$ cat src/rtl/rr_arbiter8.sv
// Round-robin arbiter for 8 requesters sharing one datapath select.
// A grant ends on release, on the owner dropping its request, or after MAX_HOLD cycles.
module rr_arbiter8 #(
  parameter int unsigned MAX_HOLD = 16
) (
  input  logic       clk_i,
  input  logic       reset_i,
  input  logic [7:0] req_i,
  input  logic       release_i,
  output logic [7:0] grant_o,
  output logic [2:0] grant_idx_o,
  output logic       grant_valid_o,
  output logic       timeout_o
);

  // state | meaning
  // IDLE  | no owner; arbitrate among req_i starting at ptr
  // GRANT | idx owns the resource; watch for release, drop or hold limit
  typedef enum logic {IDLE, GRANT} state_t;

  localparam logic [7:0] MAX_HOLD_C = 8'(MAX_HOLD);

  state_t     state_q, state_d;
  logic [2:0] ptr_q, ptr_d;
  logic [2:0] idx_q, idx_d;
  logic [7:0] hold_q, hold_d;
  logic [7:0] grant_q, grant_d;
  logic       timeout_q, timeout_d;

  logic       found;
  logic [2:0] winner;
  logic [2:0] cand;
  logic       end_rel, end_drop, end_max;

  // First set request at or after ptr, wrapping mod 8.
  always_comb begin
    found  = 1'b0;
    winner = ptr_q;
    cand   = '0;
    for (int k = 0; k < 8; k++) begin
      cand = ptr_q + 3'(k);
      if (!found && req_i[cand]) begin
        found  = 1'b1;
        winner = cand;
      end
    end
  end

  assign end_rel  = release_i;
  assign end_drop = ~req_i[idx_q];
  assign end_max  = (hold_q == MAX_HOLD_C);

  always_comb begin
    state_d   = state_q;
    ptr_d     = ptr_q;
    idx_d     = idx_q;
    hold_d    = hold_q;
    grant_d   = grant_q;
    timeout_d = 1'b0;
    case (state_q)
      IDLE: begin
        if (found) begin
          state_d = GRANT;
          idx_d   = winner;
          grant_d = 8'b1 << winner;
          hold_d  = 8'd1;
        end
      end
      GRANT: begin
        if (end_rel || end_drop || end_max) begin
          state_d   = IDLE;
          grant_d   = '0;
          ptr_d     = idx_q + 3'd1;
          timeout_d = end_max && !end_rel && !end_drop;
        end else begin
          hold_d = hold_q + 8'd1;
        end
      end
      default: state_d = IDLE;
    endcase
  end

  always_ff @(posedge clk_i) begin
    if (reset_i) begin
      state_q   <= IDLE;
      ptr_q     <= '0;
      idx_q     <= '0;
      hold_q    <= '0;
      grant_q   <= '0;
      timeout_q <= 1'b0;
    end else begin
      state_q   <= state_d;
      ptr_q     <= ptr_d;
      idx_q     <= idx_d;
      hold_q    <= hold_d;
      grant_q   <= grant_d;
      timeout_q <= timeout_d;
    end
  end

  assign grant_o       = grant_q;
  assign grant_idx_o   = idx_q;
  assign grant_valid_o = (state_q == GRANT);
  assign timeout_o     = timeout_q;

endmodule
$ cat config.mk
export PLATFORM = sky130hd
export DESIGN_NAME = rr_arbiter8
export DESIGN_NICKNAME = d
export VERILOG_FILES = /design/src/rtl/rr_arbiter8.sv
export SDC_FILE = /design/constraint.sdc
export NUM_CORES = 1
export LEC_CHECK = 0
export CORE_ASPECT_RATIO = 0.8
export CORE_MARGIN = 2
export CORE_UTILIZATION = 51
export DETAILED_ROUTE_END_ITERATION = 8
export MAX_ROUTING_LAYER = met4
export PLACE_DENSITY = 0.83
export SLEW_MARGIN = 20
export SYNTH_ARGS = -nofsm -noshare
export SYNTH_HDL_FRONTEND = slang
export SYNTH_SLANG_ARGS = --single-unit
$ cat constraint.sdc
create_clock -name clk_i -period 3.37 [get_ports clk_i]
set_input_delay 0.674 -clock clk_i [delete_from_list [all_inputs] [get_ports clk_i]]
set_output_delay 0.674 -clock clk_i [all_outputs]
set_load 0.1 [all_outputs]
# Yosys cells after proc, flatten, opt, wreduce, memory -nomap -nowiden
# Cells that the tools add are included.
dict set report totals {
  output_inout_bits 13
  elab_cells 98
  reg_bits 24
  in_bits 11
}
dict set report op_classes {
  mux 42
  shifts 1
  reduce_logical 24
  eq_ne 4
  magnitude_cmp 9
  add_sub_neg 9
  n_bitwise 3
}
# operator count
set ops {}
lappend ops {{less-than comparator 3 x 4 -> 1 bit (second input constant)} 9}
lappend ops {{2-to-1 mux 8 bit} 4}
lappend ops {{case mux 8 bit (2 select lines)} 2}
lappend ops {{binary-select mux 1 bit (select 3 bit)} 9}
lappend ops {{2-to-1 mux 3 bit} 7}
lappend ops {{2-to-1 mux 1 bit} 19}
lappend ops {{adder 3 bit (second input constant)} 4}
lappend ops {{logical AND 1 bit} 9}
lappend ops {{adder 8 x 1 -> 8 bit (second input constant)} 1}
lappend ops {{== test 8 x 5 -> 1 bit (second input constant)} 1}
lappend ops {{logical NOT 1 bit} 8}
lappend ops {{AND reduction 2 bit} 4}
lappend ops {{<< shifter 1 x 3 -> 8 bit (first input constant)} 1}
lappend ops {{adder 3 x 1 -> 3 bit (second input constant)} 2}
lappend ops {{adder 3 x 2 -> 3 bit (second input constant)} 2}
lappend ops {{inequality test 2 bit (second input constant)} 2}
lappend ops {{NOT 1 bit} 3}
lappend ops {{OR reduction 3 bit} 1}
lappend ops {{logical OR 1 bit} 2}
lappend ops {{inequality test 2 x 1 -> 1 bit (second input constant)} 1}
lappend ops {{case mux 1 bit (2 select lines)} 1}

# Logic depth before layout (Yosys ltp)
dict set report depth {
  word_depth 27
  mapped_depth 14
  mapped_depth_nobuf 10
}

# Least setup slack after synthesis
# No wires, ideal clock.
dict set report synth_timing {
  kind {register -> register}
  startpoint {register ptr_q[1]}
  endpoint {register grant_q[4] (netlist: grant_o[4])}
  synth_period_minus_slack_ns 3.403
  setup_time_ns 0.062
  t_arrival_ns 3.340
  required_ns 3.308
  n_path_buf 3
  stages_incl_launch_ff 14
  slack_ns -0.033
  path_cell_list {dfxtp_1 > buf_4 > inv_1 > ha_1 > buf_6 > mux4_2 > mux2_4 > or2_4 > a211oi_4 > a31oi_4 > or2_1 > buf_6 > a21oi_4 > a22o_1}
}
dict set report synth_between {
  elab_chain_cells 27
  elab_cells_between_ends 57
  classes_between {7 x add/sub; 1 x eq/ne; 1 x shift; 33 x mux; 15 x reduce/logical}
}
# item line
set synth_lines {}
lappend synth_lines {{start, declared} 24} ;# logic [2:0] ptr_q, ptr_d;
lappend synth_lines {{start signal, assigned} 93} ;# ptr_q <= ptr_d;
lappend synth_lines {{parallel branches: the longest is 27 deep, another holds adder 3 x 1 -> 3 bit} --}
lappend synth_lines {{end signal, assigned} 96} ;# grant_q <= grant_d;
lappend synth_lines {{end, declared} 27} ;# logic [7:0] grant_q, grant_d;
# Parallel ways; which one is timed is not known. The select of a mux whose other input is x is not followed.
# A chain may end at the register's enable or synchronous reset.

# Worst setup path after layout
dict set report layout_timing {
  startpoint {input port req_i[3]}
  endpoint {register grant_q[1] (netlist: grant_o[1])}
}
dict set report layout_between {
  elab_chain_cells 27
  elab_cells_between_ends 56
  classes_between {2 x eq/ne; 1 x shift; 35 x mux; 1 x bitwise; 17 x reduce/logical}
}
# item line
set layout_lines {}
lappend layout_lines {{start, declared} 8} ;# input logic [7:0] req_i,
lappend layout_lines {{binary-select mux 1 bit (select 3 bit)} 42} ;# if (!found && req_i[cand]) begin
lappend layout_lines {{2-to-1 mux 1 bit (not written as such)} 42}
lappend layout_lines {{2-to-1 mux 1 bit} 42}
lappend layout_lines {{logical NOT 1 bit} 42}
lappend layout_lines {{logical AND 1 bit} 42}
lappend layout_lines {{2-to-1 mux 1 bit} 42}
lappend layout_lines {{logical NOT 1 bit} 42}
lappend layout_lines {{logical AND 1 bit} 42}
lappend layout_lines {{[11 not listed]} --}
lappend layout_lines {{logical AND 1 bit} 42}
lappend layout_lines {{2-to-1 mux 1 bit} 42}
lappend layout_lines {{logical NOT 1 bit} 42}
lappend layout_lines {{logical AND 1 bit} 42}
lappend layout_lines {{2-to-1 mux 3 bit} 42}
lappend layout_lines {{<< shifter 1 x 3 -> 8 bit} 65} ;# grant_d = 8'b1 << winner;
lappend layout_lines {{2-to-1 mux 8 bit} 62} ;# if (found) begin
lappend layout_lines {{case mux 8 bit (2 select lines)} 60} ;# case (state_q)
# Parallel ways exist; a longest one is shown, timed or not. The select of a mux whose other input is x is not followed.

==> impl_metrics.tcl <==
set metrics [dict create \
    asyncSetResetFlopFracSynth 0 \
    fin_crit_sh 0.9810 \
    r2r_setup_slack_ns 0.09 \
    period_minus_slack_ns 3.306 \
    r2r-end "grant_o[1]" \
    crit_fanout 4 \
    fillerInstances 272 \
    tns_ns 0 \
    main_combinational_cell_family_by_area_after_synthesis "multiplexers" \
    synth_adder_area_share 0.02985 \
    start_util 0.5403 \
    groute.usage.overall 0.2749 \
    design_area_final_um2 2755 \
    dr_pass1_iterations 4 \
    numCtsBuffers 3 \
    area_growth_pct 31.46 \
    hold_viol 0 \
    place_hpwl_mm 4.237 \
    final-setup-viol-count 0 \
    cell_internal_pwr_mw 0.8256 \
    fp-row-count 20 \
    switching_share 0.4679 \
    worst_ep_required_time_ns 3.56 \
    first_global_vias 1980 \
    yosysTopAreaCellShare 0.2293 \
    floorplan.die_area_um2 4641 \
    port_buffers 23 \
    cts_max_level 1 \
    place.detailed.instances 340 \
    post-synth-top-area-cell "dfxtp_1" \
    netlist_instances 228 \
    diodes 0 \
    insertion_delay_of_the_later_clocked_pin_in_the_worst_skew_pair_ns 0.26 \
    post_drt_via_cell_ratio 6.151 \
    fraction_of_the_mapped_netlist_area_in_compound_gates 0.2084 \
    cts_max_path_buffers 2 \
    critPathCapture "grant_o[1]" \
    cts_tree "yes" \
    placement.cell_area_um2 2659 \
    crit_arrival_ns 3.49 \
    clockRootBuffer "clkbuf_8" \
    filler_free_cell_count_of_the_finished_design 344 \
    synth.yosys.warnings 0 \
    ys.flop_type "dfxtp_1" \
    max_clock_freq_mhz 302.5 \
    critPathLaunchType "input port" \
    ir_drop_v 0.0005364 \
    top_area_cells_in_the_synthesized_netlist "dfxtp_1, mux4_2, mux2i_1, nor2_1, ha_1" \
    io-pin-count 24 \
    antenna_found_initial 0 \
    die_x_um 75.67 \
    crit-reg2reg-launch "ptr_q[0]" \
    yosys.area_share.xor_xnor 0.05015 \
    pwr_density_cell_nw_per_um2 563.2 \
    drt_drc_violations_left 0 \
    ctsHoldBuffers 0 \
    synth_area_um2 2096 \
    final_ant_viol_nets 0 \
    rsz0062_at_grt "true" \
    cellLeakagePower_nw 1.067 \
    seq_power_share 0.230 \
    cap_violations 0 \
    min-delay-path-class "flop to flop" \
    grt_overflow 0 \
    design.core.area_um2 3879 \
    status "finished clean" \
    clock_power_frac 0.104 \
    final-max-slew-violation-count 0 \
    whs_ns 0.4675 \
    syn_nets 244 \
    multi_input_area_um2 1548 \
    synth-seq-cells 24 \
    combinationalPowerShare 0.666 \
    final_layout_size_suffix_gt1_frac 0.3149 \
    setup.worst_path.end_class "flop" \
    nNetsFinal 307 \
    critPathKind "input port to flop" \
    routed_wire_length_per_instance_um 16.87 \
    place_congestion 0.9104 \
    synth-simple-area-share 0.1755 \
    max_slew.worst_pin.slew_ns 0.9859 \
    power_spent_charging_and_discharging_nets_mw 0.7261 \
    finClkSkew_ns 0.005364 \
    vias 2116 \
    initialDrtViolationCount 206 \
    route.final.wire_length_mm 5.803 \
    grt_first_pass_wirelength_mm 9.308 \
    area.sequential_um2 481.7 \
    postSynthAreaPerCell_um2 9.192 \
    grt_max_degree 20 \
    seq_area_frac_synth 0.2293 \
    tritoncts_num_sinks 24 \
    die_height_um 61.34 \
    post_synth_mux_area_share 0.2543 \
    worst_slew_margin_rel 0.3407 \
    cts.reportedPaths.clkPinSlew_ns 0.07 \
    rr_worst_depth 12 \
    number_of_flops_mapped_to_enable_cells_by_yosys 0 \
    critical_path_origin "req_i[3]" \
    yosysUniqueCellTypes 54 \
]
==> kinds of logic after synthesis <==
family,Yosys count
AND/OR/NAND/NOR,74
AO/OA/AOI/OAI,58
multiplexers,35
flip-flops,24
buffers and inverters,20
XOR/XNOR,12
adder cells (fa/ha/maj),5
==> cell usage in the layout (no fill, tap or decap), types with 7 or more instances in the layout <==
cell type        instances
a21oi_1                 10
buf_4                   52
clkdlybuf4s50_1         15
dfxtp_1                 23
inv_1                    8
mux2i_1                 11
mux4_2                  13
nand2_1                 11
nor2_1                  29
xnor2_1                  7
==> power groups by stage <==
stage | Combinational, mW | Clock [mW] | Sequential, mW
after floorplan | 0.510 | 0 | 0.529
after global placement | 0.962 | 0 | 0.361
after detailed placement | 0.984 | 0 | 0.361
after CTS | 0.993 | 0.164 | 0.355
after global routing | 1.09 | 0.180 | 0.361
final | 1.03 | 0.162 | 0.357
==> worst max-delay path, stage by stage <==
cell and delay (ns):
clkdlybuf4s50_1 0.43, buf_4 0.16, mux4_2 0.49, mux2_4 0.29, or2_4 0.26, a211oi_4 0.34
buf_4 0.18, a22oi_1 0.07, o21ai_1 0.13, buf_4 0.16, nand3_1 0.12, o2bb2ai_1 0.17
==> Yosys cell counts (5+ instances only) <==
| cell | n |
|---|---|
| mux4_2 | 13 |
| ha_1 | 5 |
| mux2_2 | 5 |
| o21ai_0 | 7 |
| mux2i_1 | 11 |
| a22o_1 | 6 |
| xor2_1 | 5 |
| dfxtp_1 | 24 |
| nor2_1 | 29 |
| nor3_1 | 5 |
| xnor2_1 | 7 |
| nand3_1 | 6 |
| clkbuf_1 | 5 |
| nand2_1 | 11 |
| a21oi_1 | 10 |
| inv_1 | 8 |
==> per-stage QoR <==
stage / total power, mW / util / setup WS [ns]
global placement: 1.323 / 0.6855 / -0.1446
CTS: 1.513 / 0.6961 / 0.09347
floorplan: 1.039 / - / 0.04920
global route: 1.636 / 0.7103 / -0.09406
finish: 1.552 / 0.7103 / 0.06418
detailed placement: 1.345 / 0.6855 / -0.1769
==> repair_timing <==
action	in CTS	in global routing
endpoints found under the setup margin	0	12
buffers inserted	0	1
resized for setup	0	13
==> flip-flops by register name, indices dropped and copies added, names as in the netlist <==
| signal | cells |
|---|---|
| grant_idx_o | 3 |
| grant_o | 8 |
| grant_valid_o | 1 |
| hold_q | 8 |
| timeout_o | 1 |
| ptr_q | 3 |
==> layer usage <==
metal	wire (um)	GRT usage	up-vias
met5	0	-	-
met4	93	0.05013	0
met3	488	0.05892	12
met2	2665	0.4149	108
met1	2555	0.3861	1008
li1	-	-	988
==> worst min-delay path by stage <==
stage,startpoint,endpoint,slack (ns),cells after the start
after floorplan,hold_q[7],hold_q[7],0.48,2
after global placement,grant_o[0],grant_o[0],0.45,1
after detailed placement,grant_o[0],grant_o[0],0.45,1
after CTS,grant_o[0],grant_o[0],0.47,1
after global routing,grant_o[0],grant_o[0],0.49,1
final,grant_o[0],grant_o[0],0.47,1
==> layout make-up <==
class | count | share of cell area
tap | 55 | 0.02498
clock buffer | 3 | 0.01499
inverter | 8 | 0.01090
timing repair buffer | 70 | 0.2125
sequential | 24 | 0.1748
multi-input combinational | 184 | 0.5618
Power figures use the tool's default switching activity.
